## src/rtl/rr_arbiter4_if.sv

```systemverilog
`default_nettype none
// ============================================================================
//  Module      : rr_arbiter4_if
//  Description : Request/grant bundle between four agents and the
//                round-robin arbiter. The arbiter side drives the grant
//                outputs; the agent side drives requests, enable and done.
//  Revision    : 1.0 - initial release
// ============================================================================
interface rr_arbiter4_if;
    logic       en;
    logic [3:0] req;
    logic       done;
    logic [3:0] grant;
    logic [1:0] grant_idx;
    logic       busy;
    logic       timeout;

    modport master (
        input  en,
        input  req,
        input  done,
        output grant,
        output grant_idx,
        output busy,
        output timeout
    );

    modport slave (
        output en,
        output req,
        output done,
        input  grant,
        input  grant_idx,
        input  busy,
        input  timeout
    );
endinterface
`default_nettype wire

```

## src/rtl/rr_arbiter4.sv

```systemverilog
`default_nettype none
// ============================================================================
//  Module      : rr_arbiter4
//  Description : Four-requester round-robin arbiter with a per-owner hold
//                timeout and a one-cycle grant-low gap between owners.
//                All outputs are registered.
//  Revision    : 1.0 - initial release
// ============================================================================
module rr_arbiter4 #(
    parameter int MAX_HOLD = 16,   // 0 disables the hold timeout
    parameter int CNT_W    = 5     // must be able to hold MAX_HOLD
) (
    input  wire logic     clk,
    input  wire logic     reset_n,
    rr_arbiter4_if.master bus
);

    typedef enum logic [1:0] {
        IDLE  = 2'd0,
        GRANT = 2'd1,
        GAP   = 2'd2
    } state_t;

    localparam logic [CNT_W-1:0] HOLD_LIMIT = CNT_W'(MAX_HOLD);
    localparam logic [CNT_W-1:0] CNT_SAT    = {CNT_W{1'b1}};
    localparam logic [CNT_W-1:0] CNT_ONE    = CNT_W'(1);
    localparam bit               HOLD_EN    = (MAX_HOLD != 0);

    state_t           state_q, state_d;
    logic [1:0]       ptr_q, ptr_d;
    logic [3:0]       grant_q, grant_d;
    logic [1:0]       idx_q, idx_d;
    logic             busy_q, busy_d;
    logic             timeout_q, timeout_d;
    logic [CNT_W-1:0] count_q, count_d;

    logic [3:0]       req_rot;
    logic [1:0]       win_off;
    logic [1:0]       winner;
    logic             any_req;
    logic             owner_req;
    logic             hold_hit;
    logic             release_now;

    // Rotate requests so bit 0 is the agent at ptr, then pick the first set bit.
    always_comb begin
        case (ptr_q)
            2'd0:    req_rot = bus.req;
            2'd1:    req_rot = {bus.req[0],   bus.req[3:1]};
            2'd2:    req_rot = {bus.req[1:0], bus.req[3:2]};
            default: req_rot = {bus.req[2:0], bus.req[3]};
        endcase
        if (req_rot[0])      win_off = 2'd0;
        else if (req_rot[1]) win_off = 2'd1;
        else if (req_rot[2]) win_off = 2'd2;
        else                 win_off = 2'd3;
        winner  = ptr_q + win_off;
        any_req = |bus.req;
    end

    // Release conditions for the current owner; done takes priority over timeout.
    always_comb begin
        owner_req   = bus.req[idx_q];
        hold_hit    = HOLD_EN && (count_q == HOLD_LIMIT);
        release_now = bus.done || !owner_req || hold_hit;
    end

    // Next-state and next-output logic; IDLE and GAP arbitrate identically.
    always_comb begin
        state_d   = state_q;
        ptr_d     = ptr_q;
        grant_d   = grant_q;
        idx_d     = idx_q;
        busy_d    = busy_q;
        timeout_d = 1'b0;
        count_d   = count_q;
        case (state_q)
            IDLE, GAP: begin
                if (bus.en && any_req) begin
                    state_d = GRANT;
                    idx_d   = winner;
                    grant_d = 4'b0001 << winner;
                    busy_d  = 1'b1;
                    count_d = CNT_ONE;
                end else begin
                    state_d = IDLE;
                    grant_d = 4'b0000;
                    busy_d  = 1'b0;
                end
            end
            GRANT: begin
                if (release_now) begin
                    state_d   = GAP;
                    grant_d   = 4'b0000;
                    busy_d    = 1'b0;
                    ptr_d     = idx_q + 2'd1;
                    timeout_d = hold_hit && !bus.done && owner_req;
                    count_d   = '0;
                end else if (count_q != CNT_SAT) begin
                    count_d = count_q + CNT_ONE;
                end
            end
            default: begin
                state_d = IDLE;
                grant_d = 4'b0000;
                busy_d  = 1'b0;
            end
        endcase
    end

    // State and output registers; reset drops any grant immediately.
    always_ff @(posedge clk or negedge reset_n) begin
        if (!reset_n) begin
            state_q   <= IDLE;
            ptr_q     <= 2'd0;
            grant_q   <= 4'b0000;
            idx_q     <= 2'd0;
            busy_q    <= 1'b0;
            timeout_q <= 1'b0;
            count_q   <= '0;
        end else begin
            state_q   <= state_d;
            ptr_q     <= ptr_d;
            grant_q   <= grant_d;
            idx_q     <= idx_d;
            busy_q    <= busy_d;
            timeout_q <= timeout_d;
            count_q   <= count_d;
        end
    end

    assign bus.grant     = grant_q;
    assign bus.grant_idx = idx_q;
    assign bus.busy      = busy_q;
    assign bus.timeout   = timeout_q;

endmodule
`default_nettype wire

```

## src/flat_wrapper.sv

```systemverilog
// flat-port wrapper written by rule: the top's interface ports become plain ports
module rr_arbiter4_flat 
#(
    parameter int MAX_HOLD = 16,                                 
    parameter int CNT_W    = 5                                     
)
  (clk, reset_n, bus_en, bus_req, bus_done, bus_grant, bus_grant_idx, bus_busy, bus_timeout);
  rr_arbiter4_if bus_i ();
  input  wire logic clk;
  input  wire logic reset_n;
  input wire logic [$bits(bus_i.en)-1:0] bus_en;
  input wire logic [$bits(bus_i.req)-1:0] bus_req;
  input wire logic [$bits(bus_i.done)-1:0] bus_done;
  output wire logic [$bits(bus_i.grant)-1:0] bus_grant;
  output wire logic [$bits(bus_i.grant_idx)-1:0] bus_grant_idx;
  output wire logic [$bits(bus_i.busy)-1:0] bus_busy;
  output wire logic [$bits(bus_i.timeout)-1:0] bus_timeout;
  assign bus_i.en = bus_en;
  assign bus_i.req = bus_req;
  assign bus_i.done = bus_done;
  assign bus_grant = bus_i.grant;
  assign bus_grant_idx = bus_i.grant_idx;
  assign bus_busy = bus_i.busy;
  assign bus_timeout = bus_i.timeout;
  rr_arbiter4 #(.MAX_HOLD(MAX_HOLD), .CNT_W(CNT_W)) u_core (.clk(clk), .reset_n(reset_n), .bus(bus_i));
endmodule
```

## config.mk

```make
export PLATFORM = sky130hd
export DESIGN_NAME = rr_arbiter4_flat
export DESIGN_NICKNAME = d
export VERILOG_FILES = /design/src/rtl/rr_arbiter4_if.sv /design/src/rtl/rr_arbiter4.sv /design/src/flat_wrapper.sv
export SDC_FILE = /design/constraint.sdc
export NUM_CORES = 1
export LEC_CHECK = 0
export ABC_AREA = 1
export CAP_MARGIN = 20
export CORE_MARGIN = 2
export CORE_UTILIZATION = 47
export CTS_CLUSTER_SIZE = 20
export DETAILED_ROUTE_END_ITERATION = 10
export GPL_TIMING_DRIVEN = 0
export PLACE_DENSITY = 0.74
export SYNTH_ARGS = -nofsm -noshare
export SYNTH_HDL_FRONTEND = slang
export SYNTH_SLANG_ARGS = --single-unit
```

## constraint.sdc

```tcl
create_clock -name clk -period 2 [get_ports clk]
set_clock_uncertainty 0.2 [all_clocks]
set_input_delay 0.6 -clock clk [delete_from_list [all_inputs] [get_ports clk]]
set_output_delay 0.6 -clock clk [all_outputs]
set_load 0.01 [all_outputs]
```

==> key figures <==
Drt
  – Drt pass-1 iters: 4
  – DR WL/cell: 12.58 um
  – Routed WL: 2.428 mm
  – Post-route ant nets: 0
  – DRC violations left: 0
  – Via density: around 5
  – 1st-iter DRT viols: 10
  – Via Count: 992

Floorplanning
  – Initial Utilization: 51.31%
  – Num ports: 16
  – Die Area: 2576 sq um
  – Die span in x: 50.75 um
  – Site Rows: 16
  – Die height: 50.75 um
  – Core Area: between 2000 and 2500 sq um

Timing
  – Final Hold Vio Count: 0
  – Max Clk Rate: 0.4890 GHz
  – Relative slew slack: between 40% and 50%
  – Final setup viols: 5
  – Slew Viols, Final: 0
  – Post-Route Setup TNS: -0.1235 ns
  – RSZ-0062 raised after global routing: yes
  – Final period utilization: 102.2%
  – Worst Max-Slew Pin Slew: 0.7612 ns
  – Fin worst setup slack: -0.04492 ns
  – Final Critical Period: 2.045 ns

GRT
  – First-pass GRT wire length: slightly above 4 mm
  – GRT Overall Usage: 21.79%
  – Vias in the first global route: 917
  – Gr ovfl total: 0
  – Largest net degree at the start of global routing: 17
  – Initial antenna violation count: 0

Finish
  – Area of the multi-input gates: 619.3 sq um
  – Layout cells sized above 1: a little over a quarter
  – Ant diodes: 0
  – Fill count: 162
  – Nets: roughly 180
  – FF+latch area: between 400 and 500 sq um
  – Syn-to-layout area delta: 36.91%
  – Final Non-Filler Cells: 193

Synth
  – Synthesized net count: 151
  – Synth Area in XOR/XNOR: about 1.7%
  – Post-synthesis compound-gate area fraction: between 4 and 5%
  – Synth Area in Simple Gates: 40.93%
  – Syn Area/Cell: 7.390 sq um
  – Yosys top cell area share: 38.98%
  – Yosys top cell by area: dfrtp_1
  – Yosys reg bits: 16
  – Sequential area share after synthesis: 38.98%
  – Post-Synth Adder-Cell Area: 4.872%
  – Post-Syn Instances: 139
  – Synth area leaders: dfrtp_1, nand2_1, inv_1
  – Mapped cell area: approximately 1000 sq um
  – Ys Warns: 0
  – Largest family of logic cells by synthesized area: simple AND/OR/NAND/NOR gates
  – Synth unique cells: 23
  – Mux cell area share after synthesis: 0%

Power and ir drop
  – Peak VDD IR: 0.9691 mV
  – PD cells: 1416 nW/um^2
  – LEAKAGE: 0.0007583 uW

Worst setup path
  – Kind of critical path: flip-flop to flip-flop
  – Crit-path max FO: 8
  – Slowest cell on the critical path: dfrtp_1
  – CP cell instances: buf_6 > o21ai_2 > nand3_2 > nand2_2 > nand3_2 > and2_4 > ha_4 > xnor2_4 > inv_2 > nand2_4 > nand2_2 > nand2_1 > nand2_1
  – Worst Path Required: 1.99 ns
  – Worst Reg-to-Reg Cells: 13
  – Buffers and inverters on the worst path: 2
  – Startpoint types: flip-flop
  – Slowest stage delay, CP: a little over 0.4 ns
  – Stages on the worst setup path: 13
  – Worst path top cell family by delay: simple AND/OR/NAND/NOR gates
  – Worst EP arrival: 2.04 ns
  – Critical path endpoint category: flip-flop

Status
  – Violated checks: setup timing
  – Status: finished, violations left

Clock tree
  – CTS H-Tree Depth: 1
  – Num CTS Buffers: 3
  – Clk buf depth: 2
  – CTS tree: built
  – Hold_buf cts: 0
  – Root Driver: clkbuf_4
  – Clock latency on the worst-skew pair: about 0.29 ns
  – Sink Count: 16
  – Clk slew on worst S/H paths: 0.10 ns

Job
  – Max-cap viol count: 0

Worst hold path
  – Hold Crit Depth: 2
  – Hold WC Path Type: flip-flop to flip-flop

Placement
  – Routability congestion estimate: 0.8841
  – Placed cells: 181
  – Port bufs: 15
  – DPL Wire Length: 1.572 mm
[metrics by stage]
stage	cell area (sq um)	worst slack (ns)	util, %	total power, uW	hold WS (ns)
global route	1406	-0.1646	70.25	2159	0.3182
finish	1406	-0.04492	70.25	1991	0.2865
floorplan	1041	-0.01415	-	1197	0.1044
global placement	1225	-0.6356	61.19	1436	0.2691
detailed placement	1225	-0.6331	61.19	1461	0.2680
CTS	1343	-0.005632	67.06	1852	0.2893
[final cells by class]
class	instances	area share, %
multi-input combinational	99	44.04
sequential	16	28.56
timing repair buffer	23	14.77
inverter	22	6.050
clock buffer	4	2.580
tap	27	2.402
buffer	2	1.601
[tightest hold or removal path, stage by stage, from the launching register on]
cell and delay [ns]:
dfrtp_1 0.36, nand2_1 0.05, nand2_1 0.05
[cells by family (layout without fill, tap and decap cells)]
| logic type | Yosys count | after routing |
|---|---|---|
| AND/OR/NAND/NOR | 85 | 85 |
| buffers and inverters | 24 | 51 |
| flip-flops | 16 | 16 |
| AO/OA/AOI/OAI | 8 | 8 |
| adder cells (fa/ha/maj) | 4 | 4 |
| XOR/XNOR | 2 | 2 |
[layer usage]
| layer | vias up | GRT usage, % | part of all wire, % |
|---|---|---|---|
| met2 | 29 | 33.33 | 47 |
| met3 | 5 | 4.464 | 4.1 |
| met4 | 0 | 11.71 | 1.7 |
| met5 | - | 0 | 0 |
| met1 | 459 | 28.84 | 47 |
| li1 | 499 | - | - |
[Yosys cell counts]
cell type,number
a21oi_1,2
and2_1,1
buf_2,1
buf_4,1
dfrtp_1,16
ha_1,4
inv_1,20
inv_2,2
nand2_1,45
nand2_2,3
nand2_4,2
nand3_1,12
nand3_2,3
nand3_4,1
nand4_1,6
nor2_1,8
nor2_2,2
nor2_4,1
nor3_1,1
o2111ai_1,1
o21ai_0,4
o21ai_1,1
xnor2_1,2
[repair_timing]
item,CTS,global route
endpoints found under the setup margin,12,11
buffers inserted,5,3
pin swaps,9,2
resized for setup,26,9
[flip-flops by register name (all words and copies together) (netlist names)]
signal and cells:
u_core.bus.grant 4, u_core.state_q 2, u_core.count_q 5, u_core.bus.grant_idx 2, u_core.ptr_q 2, u_core.bus.timeout 1
[cells in the final DEF (no fill, tap or decap), drive strengths merged]
master	instances
a21oi	2
and2	1
buf	10
clkbuf	4
clkdlybuf4s15	2
clkdlybuf4s50	4
dfrtp	16
dlygate4sd2	7
dlymetal6s2s	2
ha	4
inv	22
nand2	50
nand3	16
nand4	6
nor2	11
nor3	1
o2111ai	1
o21ai	5
xnor2	2
[power breakdown]
group          switching [uW]  internal [uW]  leakage (uW)  total, uW
clock network             111            111     0.0000210        222
registers                65.9            429      0.000209        495
logic                     705            569      0.000529       1270
total                     882           1110      0.000758       1990
[final timing paths]
kind | to | slack, ns | start
worst max-delay path | u_core.bus.grant[2] | -0.04 | u_core.ptr_q[0]
worst min-delay path | u_core.bus.grant[3] | 0.29 | u_core.bus.grant[3]
worst max register to register | u_core.bus.grant[2] | -0.04 | u_core.ptr_q[0]
worst min register to register | u_core.bus.grant[3] | 0.29 | u_core.bus.grant[3]
max in group asynchronous | u_core.bus.grant_idx[0] | 0.54 | reset_n
min in group asynchronous | u_core.ptr_q[1] | 0.54 | reset_n
Note: power is estimated with default switching activity, not from simulation.
